===== src/rtl/bennett_sched_if.sv =====
// Handshake/bus bundle for bennett_sched; the scheduler takes the slave side.
// seq_count exists only when BENNETT_SCHED_CNT_EN is defined.
interface bennett_sched_if #(
  parameter int PHASES  = 4,
  parameter int NREQ    = 2,
  parameter int DWELL_W = 4
);
  localparam int OW = (NREQ > 1) ? $clog2(NREQ) : 1;

  logic [NREQ-1:0]    req;
  logic [DWELL_W-1:0] dwell_cfg;
  logic               peak_hold;
  logic [NREQ-1:0]    grant;
  logic [OW-1:0]      owner;
  logic               busy;
  logic [PHASES-1:0]  clkp;
  logic [PHASES-1:0]  ramp;
  logic               mclk;
  logic               done;
`ifdef BENNETT_SCHED_CNT_EN
  logic [15:0]        seq_count;
`endif

  modport master (
    output req, dwell_cfg, peak_hold,
    input  grant, owner, busy, clkp, ramp, mclk, done
`ifdef BENNETT_SCHED_CNT_EN
    , input seq_count
`endif
  );

  modport slave (
    input  req, dwell_cfg, peak_hold,
    output grant, owner, busy, clkp, ramp, mclk, done
`ifdef BENNETT_SCHED_CNT_EN
    , output seq_count
`endif
  );
endinterface


===== src/rtl/bennett_sched.sv =====
// Round-robin Bennett phase-clock sequencer: grant, rise, dwell at peak, fall, done; all outputs registered.
// No backpressure: a granted sequence always runs to DONE; BENNETT_SCHED_CNT_EN adds a DONE counter.
module bennett_sched #(
  parameter int PHASES  = 4,
  parameter int NREQ    = 2,
  parameter int DWELL_W = 4
) (
  input  logic             clk,
  input  logic             reset,
  bennett_sched_if.slave   bus
);
  localparam int OW = (NREQ > 1) ? $clog2(NREQ) : 1;
  localparam int KW = $clog2(PHASES);
  localparam logic [NREQ-1:0] GRANT_ONE = NREQ'(1);
  localparam logic [PHASES-1:0] PH_ONE = PHASES'(1);

  typedef enum logic [2:0] {IDLE, RISE, PEAK, FALL, DONE} state_t;

  state_t             state_q;
  logic [KW-1:0]      k_q;
  logic [DWELL_W-1:0] dwell_q, cnt_q;
  logic [OW-1:0]      ptr_q, owner_q;
  logic [NREQ-1:0]    grant_q;
  logic [PHASES-1:0]  clkp_q, ramp_q;
  logic               busy_q, mclk_q, done_q;
  logic [OW-1:0]      win_d, idx_d;
  logic               any_d;

  function automatic logic [PHASES-1:0] therm(input int n);
    return (PH_ONE << n) - PH_ONE;
  endfunction

  function automatic logic [PHASES-1:0] onehot(input int n);
    return PH_ONE << n;
  endfunction

  // First requester at or after ptr, wrapping modulo NREQ.
  always_comb begin
    win_d = '0;
    idx_d = '0;
    any_d = 1'b0;
    for (int i = 0; i < NREQ; i++) begin
      idx_d = OW'((int'(ptr_q) + i) % NREQ);
      if (!any_d && bus.req[idx_d]) begin
        any_d = 1'b1;
        win_d = idx_d;
      end
    end
  end

  always_ff @(posedge clk or posedge reset) begin
    if (reset) begin
      state_q <= IDLE;
      k_q     <= '0;
      dwell_q <= '0;
      cnt_q   <= '0;
      ptr_q   <= '0;
      owner_q <= '0;
      grant_q <= '0;
      busy_q  <= 1'b0;
      clkp_q  <= '0;
      ramp_q  <= '0;
      mclk_q  <= 1'b0;
      done_q  <= 1'b0;
    end else begin
      grant_q <= '0;
      done_q  <= 1'b0;
      case (state_q)
        IDLE: if (any_d) begin
          state_q <= RISE;
          grant_q <= GRANT_ONE << win_d;
          owner_q <= win_d;
          ptr_q   <= OW'((int'(win_d) + 1) % NREQ);
          dwell_q <= (bus.dwell_cfg == '0) ? DWELL_W'(1) : bus.dwell_cfg;
          k_q     <= '0;
          busy_q  <= 1'b1;
          clkp_q  <= '0;
          ramp_q  <= onehot(0);
        end
        RISE: if (k_q == KW'(PHASES - 1)) begin
          state_q <= PEAK;
          clkp_q  <= '1;
          ramp_q  <= '0;
          mclk_q  <= 1'b1;
          cnt_q   <= DWELL_W'(1);
        end else begin
          k_q    <= k_q + KW'(1);
          clkp_q <= therm(int'(k_q) + 1);
          ramp_q <= onehot(int'(k_q) + 1);
        end
        // cnt saturates at dwell so a long peak_hold cannot wrap it.
        PEAK: if (cnt_q >= dwell_q && !bus.peak_hold) begin
          state_q <= FALL;
          k_q     <= KW'(PHASES - 1);
          clkp_q  <= therm(PHASES - 1);
          ramp_q  <= onehot(PHASES - 1);
          mclk_q  <= 1'b0;
        end else if (cnt_q < dwell_q) begin
          cnt_q <= cnt_q + DWELL_W'(1);
        end
        FALL: if (k_q == '0) begin
          state_q <= DONE;
          clkp_q  <= '0;
          ramp_q  <= '0;
          done_q  <= 1'b1;
        end else begin
          k_q    <= k_q - KW'(1);
          clkp_q <= therm(int'(k_q) - 1);
          ramp_q <= onehot(int'(k_q) - 1);
        end
        DONE: begin
          state_q <= IDLE;
          busy_q  <= 1'b0;
        end
        default: state_q <= IDLE;
      endcase
    end
  end

`ifdef BENNETT_SCHED_CNT_EN
  logic [15:0] seq_count_q;
  always_ff @(posedge clk or posedge reset) begin
    if (reset)                seq_count_q <= '0;
    else if (state_q == DONE) seq_count_q <= seq_count_q + 16'd1;
  end
  assign bus.seq_count = seq_count_q;
`endif

  assign bus.grant = grant_q;
  assign bus.owner = owner_q;
  assign bus.busy  = busy_q;
  assign bus.clkp  = clkp_q;
  assign bus.ramp  = ramp_q;
  assign bus.mclk  = mclk_q;
  assign bus.done  = done_q;
endmodule


===== src/flat_wrapper.sv =====
// flat-port wrapper written by rule: the top's interface ports become plain ports
module bennett_sched_flat 
#(
  parameter int PHASES  = 4,
  parameter int NREQ    = 2,
  parameter int DWELL_W = 4
)
  (clk, reset, bus_req, bus_dwell_cfg, bus_peak_hold, bus_grant, bus_owner, bus_busy, bus_clkp, bus_ramp, bus_mclk, bus_done);
  bennett_sched_if #(.PHASES(PHASES), .NREQ(NREQ), .DWELL_W(DWELL_W)) bus_i ();
  input  logic clk;
  input  logic reset;
  input wire logic [$bits(bus_i.req)-1:0] bus_req;
  input wire logic [$bits(bus_i.dwell_cfg)-1:0] bus_dwell_cfg;
  input wire logic [$bits(bus_i.peak_hold)-1:0] bus_peak_hold;
  output wire logic [$bits(bus_i.grant)-1:0] bus_grant;
  output wire logic [$bits(bus_i.owner)-1:0] bus_owner;
  output wire logic [$bits(bus_i.busy)-1:0] bus_busy;
  output wire logic [$bits(bus_i.clkp)-1:0] bus_clkp;
  output wire logic [$bits(bus_i.ramp)-1:0] bus_ramp;
  output wire logic [$bits(bus_i.mclk)-1:0] bus_mclk;
  output wire logic [$bits(bus_i.done)-1:0] bus_done;
  assign bus_i.req = bus_req;
  assign bus_i.dwell_cfg = bus_dwell_cfg;
  assign bus_i.peak_hold = bus_peak_hold;
  assign bus_grant = bus_i.grant;
  assign bus_owner = bus_i.owner;
  assign bus_busy = bus_i.busy;
  assign bus_clkp = bus_i.clkp;
  assign bus_ramp = bus_i.ramp;
  assign bus_mclk = bus_i.mclk;
  assign bus_done = bus_i.done;
  bennett_sched #(.PHASES(PHASES), .NREQ(NREQ), .DWELL_W(DWELL_W)) u_core (.clk(clk), .reset(reset), .bus(bus_i));
endmodule

===== config.mk =====
export PLATFORM = sky130hd
export DESIGN_NAME = bennett_sched_flat
export DESIGN_NICKNAME = d
export VERILOG_FILES = /design/src/rtl/bennett_sched_if.sv /design/src/rtl/bennett_sched.sv /design/src/flat_wrapper.sv
export SDC_FILE = /design/constraint.sdc
export NUM_CORES = 1
export LEC_CHECK = 0
export ABC_AREA = 1
export CAP_MARGIN = 40
export CORE_MARGIN = 5
export CORE_UTILIZATION = 30
export CTS_CLUSTER_DIAMETER = 50
export DETAILED_ROUTE_END_ITERATION = 10
export HOLD_SLACK_MARGIN = 0.06
export PLACE_DENSITY = 0.55
export REMOVE_ABC_BUFFERS = 1
export SKIP_LAST_GASP = 1
export SYNTH_ARGS = -nofsm -noshare
export SYNTH_HDL_FRONTEND = slang
export SYNTH_SLANG_ARGS = --single-unit

===== constraint.sdc =====
create_clock -name clk -period 1.7 [get_ports clk]
set_clock_uncertainty 0.2 [all_clocks]
set_input_delay 0.255 -clock clk [delete_from_list [all_inputs] [get_ports clk]]
set_output_delay 0.255 -clock clk [all_outputs]
set_load 0.02 [all_outputs]

# After elaboration in Yosys (flattened, before gate mapping)

Index checks and enable logic that the tools add are counted.

Flip-flop bits (word level): 28
Logic and storage cells: 100

Add/sub/neg operators: 9
Order comparisons: 4
Equality and inequality tests: 13
Shifts and indexed selects: 3
Multiplexer cells: 42
Reduce and logical (&&, ||, !) cells: 17

Operator list:

| kind                                                 | count |
|---|---|
| left shift 1 x 32 -> 4 bit (first input constant)    | 2 |
| two-way mux 4 bit                                    | 12 |
| one-hot mux 4 bit (4 select lines)                   | 2 |
| two-way mux 1 bit                                    | 13 |
| two-way mux 2 bit                                    | 6 |
| two-way mux 3 bit                                    | 4 |
| one-hot mux 3 bit (4 select lines)                   | 1 |
| != test 2 x 1 -> 1 bit (second input constant)       | 5 |
| one-hot mux 2 bit (4 select lines)                   | 1 |
| one-hot mux 4 bit (2 select lines)                   | 1 |
| AND reduction 4 bit                                  | 2 |
| subtractor 4 x 1 -> 4 bit (second input constant)    | 2 |
| equality test 3 x 2 -> 1 bit (second input constant) | 2 |
| != test 2 bit (second input constant)                | 3 |
| AND reduction 3 bit                                  | 2 |
| AND reduction 5 bit                                  | 1 |
| adder 4 x 1 -> 4 bit (second input constant)         | 1 |
| >= comparator 4 bit                                  | 1 |
| zero test 4 bit                                      | 1 |
| < comparator 1 x 2 -> 1 bit (second input constant)  | 2 |
| < comparator 4 bit                                   | 1 |
| one-hot mux 1 bit (2 select lines)                   | 2 |
| AND reduction 2 bit                                  | 2 |
| nonzero test 2 bit                                   | 2 |
| 14 further kinds                                     | 17 |

# Depth between registers and ports, before layout

Depth in word-level cells: 9
Mapped depth: 13
Mapped depth without buffers: 13

# Worst setup path before layout

OpenSTA, ideal clock, no wires.

Kind: reg2reg
Start: register u_core.cnt_q[3]
End: register u_core.k_q[1]
Library setup time: 0.116 ns
Data arrival time: 1.397 ns
Path slack: -0.013 ns
Cell stages (with the launch flop): 10
Path buffers: 0
Clock period less this slack: 1.713 ns
Path through: dfrtp_1 ha_1 a21oi_1 nand3_1 nand2_1 nand2_2 nand2_2 inv_2 nand2_1 nand2_1

Longest elaborated chain between the ends: 4

Ends and longest elaborated chain:

| element                          | line                 | source |
|---|---|---|
| start, declared                  | bennett_sched.sv:21  | `logic [DWELL_W-1:0] dwell_q, cnt_q;` |
| start signal, assigned           | bennett_sched.sv:99  | `cnt_q <= cnt_q + DWELL_W'(1);` |
| >= comparator 4 bit              | bennett_sched.sv:92  | `PEAK: if (cnt_q >= dwell_q && !bus.peak_hold) begin` |
| logical AND 1 bit                | bennett_sched.sv:92  |  |
| != test 2 x 1 -> 1 bit (no line) | --                   |  |
| AND reduction 5 bit (no line)    | --                   |  |
| end signal, assigned             | bennett_sched.sv:87  | `k_q <= k_q + KW'(1);` |
| end signal, assigned             | bennett_sched.sv:94  | `k_q <= KW'(PHASES - 1);` |
| end signal, assigned             | bennett_sched.sv:107 | `k_q <= k_q - KW'(1);` |
| end, declared                    | bennett_sched.sv:20  | `logic [KW-1:0] k_q;` |

Every way passes these cells.
A chain may end at the register's enable or synchronous reset.

# Worst setup path after layout

Start: register u_core.cnt_q[3]
End: register u_core.k_q[0]

Same word-level chain as after synthesis.

==> out/results.txt <==
H-tree depth - 1
CP startpoint - u_core.cnt_q[3]
Clk_lat worst skew - 280 ps
First drt pass iteration count - 4
Tcrit/Tclk final - 101%
Fill count - 544
Vias in the first global route - 1361
Number of nets in the layout - 262
TritonCTS Sinks - 28
Hold slack - 132 ps
RSZ-0062 raised after global routing - yes
Slew HR - 75.7%
Post-Route WL - 3.54 mm
Syn Inst Count - 197
Seq pwr share - 27.2%
CP Capture Type - register
Total power density per cell area - 1860 nW/um2
Switching power - 1.88 mW
Netlist cell types - 27
DR iter-0 viols - 30
Maxcap violations - 0
DR WL/cell - 11.4 um
GRT overflow - 0
Status - finished with violations
Synth Warn # - 0
Register area - 701 um2
Hold WC Path Type - primary input to async pin
Max-slew violations - 0
Pre-CTS WS - -112 ps
Cell Rows - 26
Vias per cell - 4.36
CTS max path bufs - 2
Post-detail-place hpwl - 2.58 mm
P_leak - 1.23 nW
Fin. Hold Viols - 0
Area grow syn2layout - 39.2%
Remaining antenna violation count after routing - 0
Worst-case reg-to-reg path depth - 7
Worst-Margin Slew - 364 ps
IO buf count - 22
Root buffer cell - clkbuf_8
Switching share of power - 45.4%
CTS tree - built
Cts bufs inserted - 3
Initial Utilization - 31.0%
Ant. Diodes - 0
Worst Path Max Fanout - 5
Clk network pwr share - 13.1%
Synthesized area per cell - 8.10 um2
Critical path class - register to register
Synth Register Bits - 28
Worst setup SP type - register
Syn Std Cell Area - 1600 um2
Crit path DAT - 1690 ps
Min cycle time layout - 1720 ps
Area of the multi-input gates - 896 um2
Gr usage total - 10.6%
Commonest cells after routing, fill and taps aside - nand2_1 (51), dfrtp_1 (28), inv_1 (20)
Comb pwr share - 59.6%
Clock slew seen by the registers of the worst setup and hold paths - 100 ps
Via count - 1353
Most common cell after layout, fill and taps aside - nand2_1
Hold-fix buffers, CTS - 0
Internal power - 2.26 mW
Failing checks - negative setup slack
Reg-to-reg startpoint - u_core.cnt_q[3]
Full die area - 6880 um2
Maximum vdd ir drop - 0.552 mV
Seq/Total Area, Yosys - 43.9%
Initial antenna violation count - 0
IO Pins - 23
Largest net degree at the start of global routing - 29
Chip Height - 82.9 um
# setup viols final - 7
Layout cell share with drive strength beyond 1 - 25.4%
Global-route wire length before repair - 6.16 mm
Fin worst setup slack - -24.0 ps
GP Congestion - 0.807
DRC viols - 0
Core Region - 5140 um2
Fmax - 580 MHz
Worst EP required - 1670 ps
Post-layout power - 4.13 mW
Die W - 82.9 um
[final cells by class]
cell class,instances,area share (%)
multi-input combinational,138,40.3
sequential,28,31.5
timing repair buffer,39,15.7
inverter,31,5.24
tap,70,3.94
clock buffer,3,1.86
clock inverter,1,1.35
[cells in the mapped netlist, drive strengths merged]
cell type / instances / area share, %
nor3: 1 / 0.31
xor2: 2 / 1.1
o211ai: 1 / 0.47
a211oi: 1 / 0.47
nand3: 12 / 4.4
a31oi: 1 / 0.39
a21boi: 1 / 0.47
nor2: 17 / 5.4
ha: 12 / 9.4
a21oi: 7 / 2.2
nand2: 63 / 17
inv: 31 / 7.3
nand4: 5 / 2.0
o21ai: 11 / 3.9
dfrtp: 28 / 44
a22oi: 1 / 0.47
nand3b: 1 / 0.47
buf: 2 / 0.78
[critical path: stages, from the launching register on]
cell and delay [ps]:
dfrtp_1 430, ha_4 270, a21oi_2 200, nand3_4 110
nand2_4 120, nand2_8 90, o211ai_1 100, nand2_1 90
[power by group through the flow]
stage          Combinational [mW]  Clock [mW]  Sequential (mW)
2_1_floorplan                1.35           0             1.25
3_3_place_gp                 2.24           0             1.14
3_5_place_dp                 2.25           0             1.14
4_1_cts                      2.40       0.550             1.13
5_1_grt                      2.77       0.575             1.16
6_report                     2.46       0.543             1.13
[logic make-up (layout without fill, tap and decap cells)]
logic type	after synthesis	after routing	share of synthesized area, %
AO/OA/AOI/OAI	23	23	8.39
AND/OR/NAND/NOR	99	101	29.1
flip-flops	28	28	43.9
XOR/XNOR	2	2	1.10
buffers and inverters	33	74	8.08
adder cells (fa/ha/maj)	12	12	9.41
[flip-flops by register name, summed over array words and instances, names as in the netlist]
signal	flops
u_core.bus.clkp	4
u_core.ptr_q	1
u_core.bus.grant	2
u_core.bus.done	1
u_core.bus.mclk	1
u_core.dwell_q	4
u_core.bus.ramp	4
u_core.k_q	2
u_core.state_q	3
u_core.bus.owner	1
u_core.bus.busy	1
u_core.cnt_q	4
[layer usage]
layer	wire length (um)	part of all wire (%)	global-route usage [%]
met5	0	0	0
met4	43	1.2	3.12
met2	1830	52	19.2
met3	75	2.1	1.98
met1	1600	45	12.7
[what timing repair did]
action | CTS | global route
cloned | 2 | 0
resized for setup | 25 | 10
endpoints found under the setup margin | 27 | 21
buffers inserted | 2 | 0
pin swaps | 9 | 3
[worst paths after layout]
check / endpoint / slack [ps]
setup / recovery: u_core.k_q[0] / -20
hold / removal: u_core.bus.grant[1] / 130
setup reg to reg: u_core.k_q[0] / -20
hold reg to reg: u_core.bus.ramp[2] / 280
max in group asynchronous: u_core.bus.ramp[2] / 900
min in group clk: u_core.bus.ramp[2] / 280
[per-stage QoR]
| step | cell area, um2 | util (%) | TNS, ps | std cells |
|---|---|---|---|---|
| after global placement | 2010 | 39.1 | -453 | 303 |
| after detailed placement | 2010 | 39.1 | -1280 | 303 |
| final | 2220 | 43.2 | -92.2 | 310 |
| after global routing | 2220 | 43.2 | -1500 | 310 |
| after CTS | 2170 | 42.1 | -25.4 | 310 |
| after floorplan | 1580 | - | -15.3 | 195 |
Note: power is estimated with default switching activity, not from simulation.
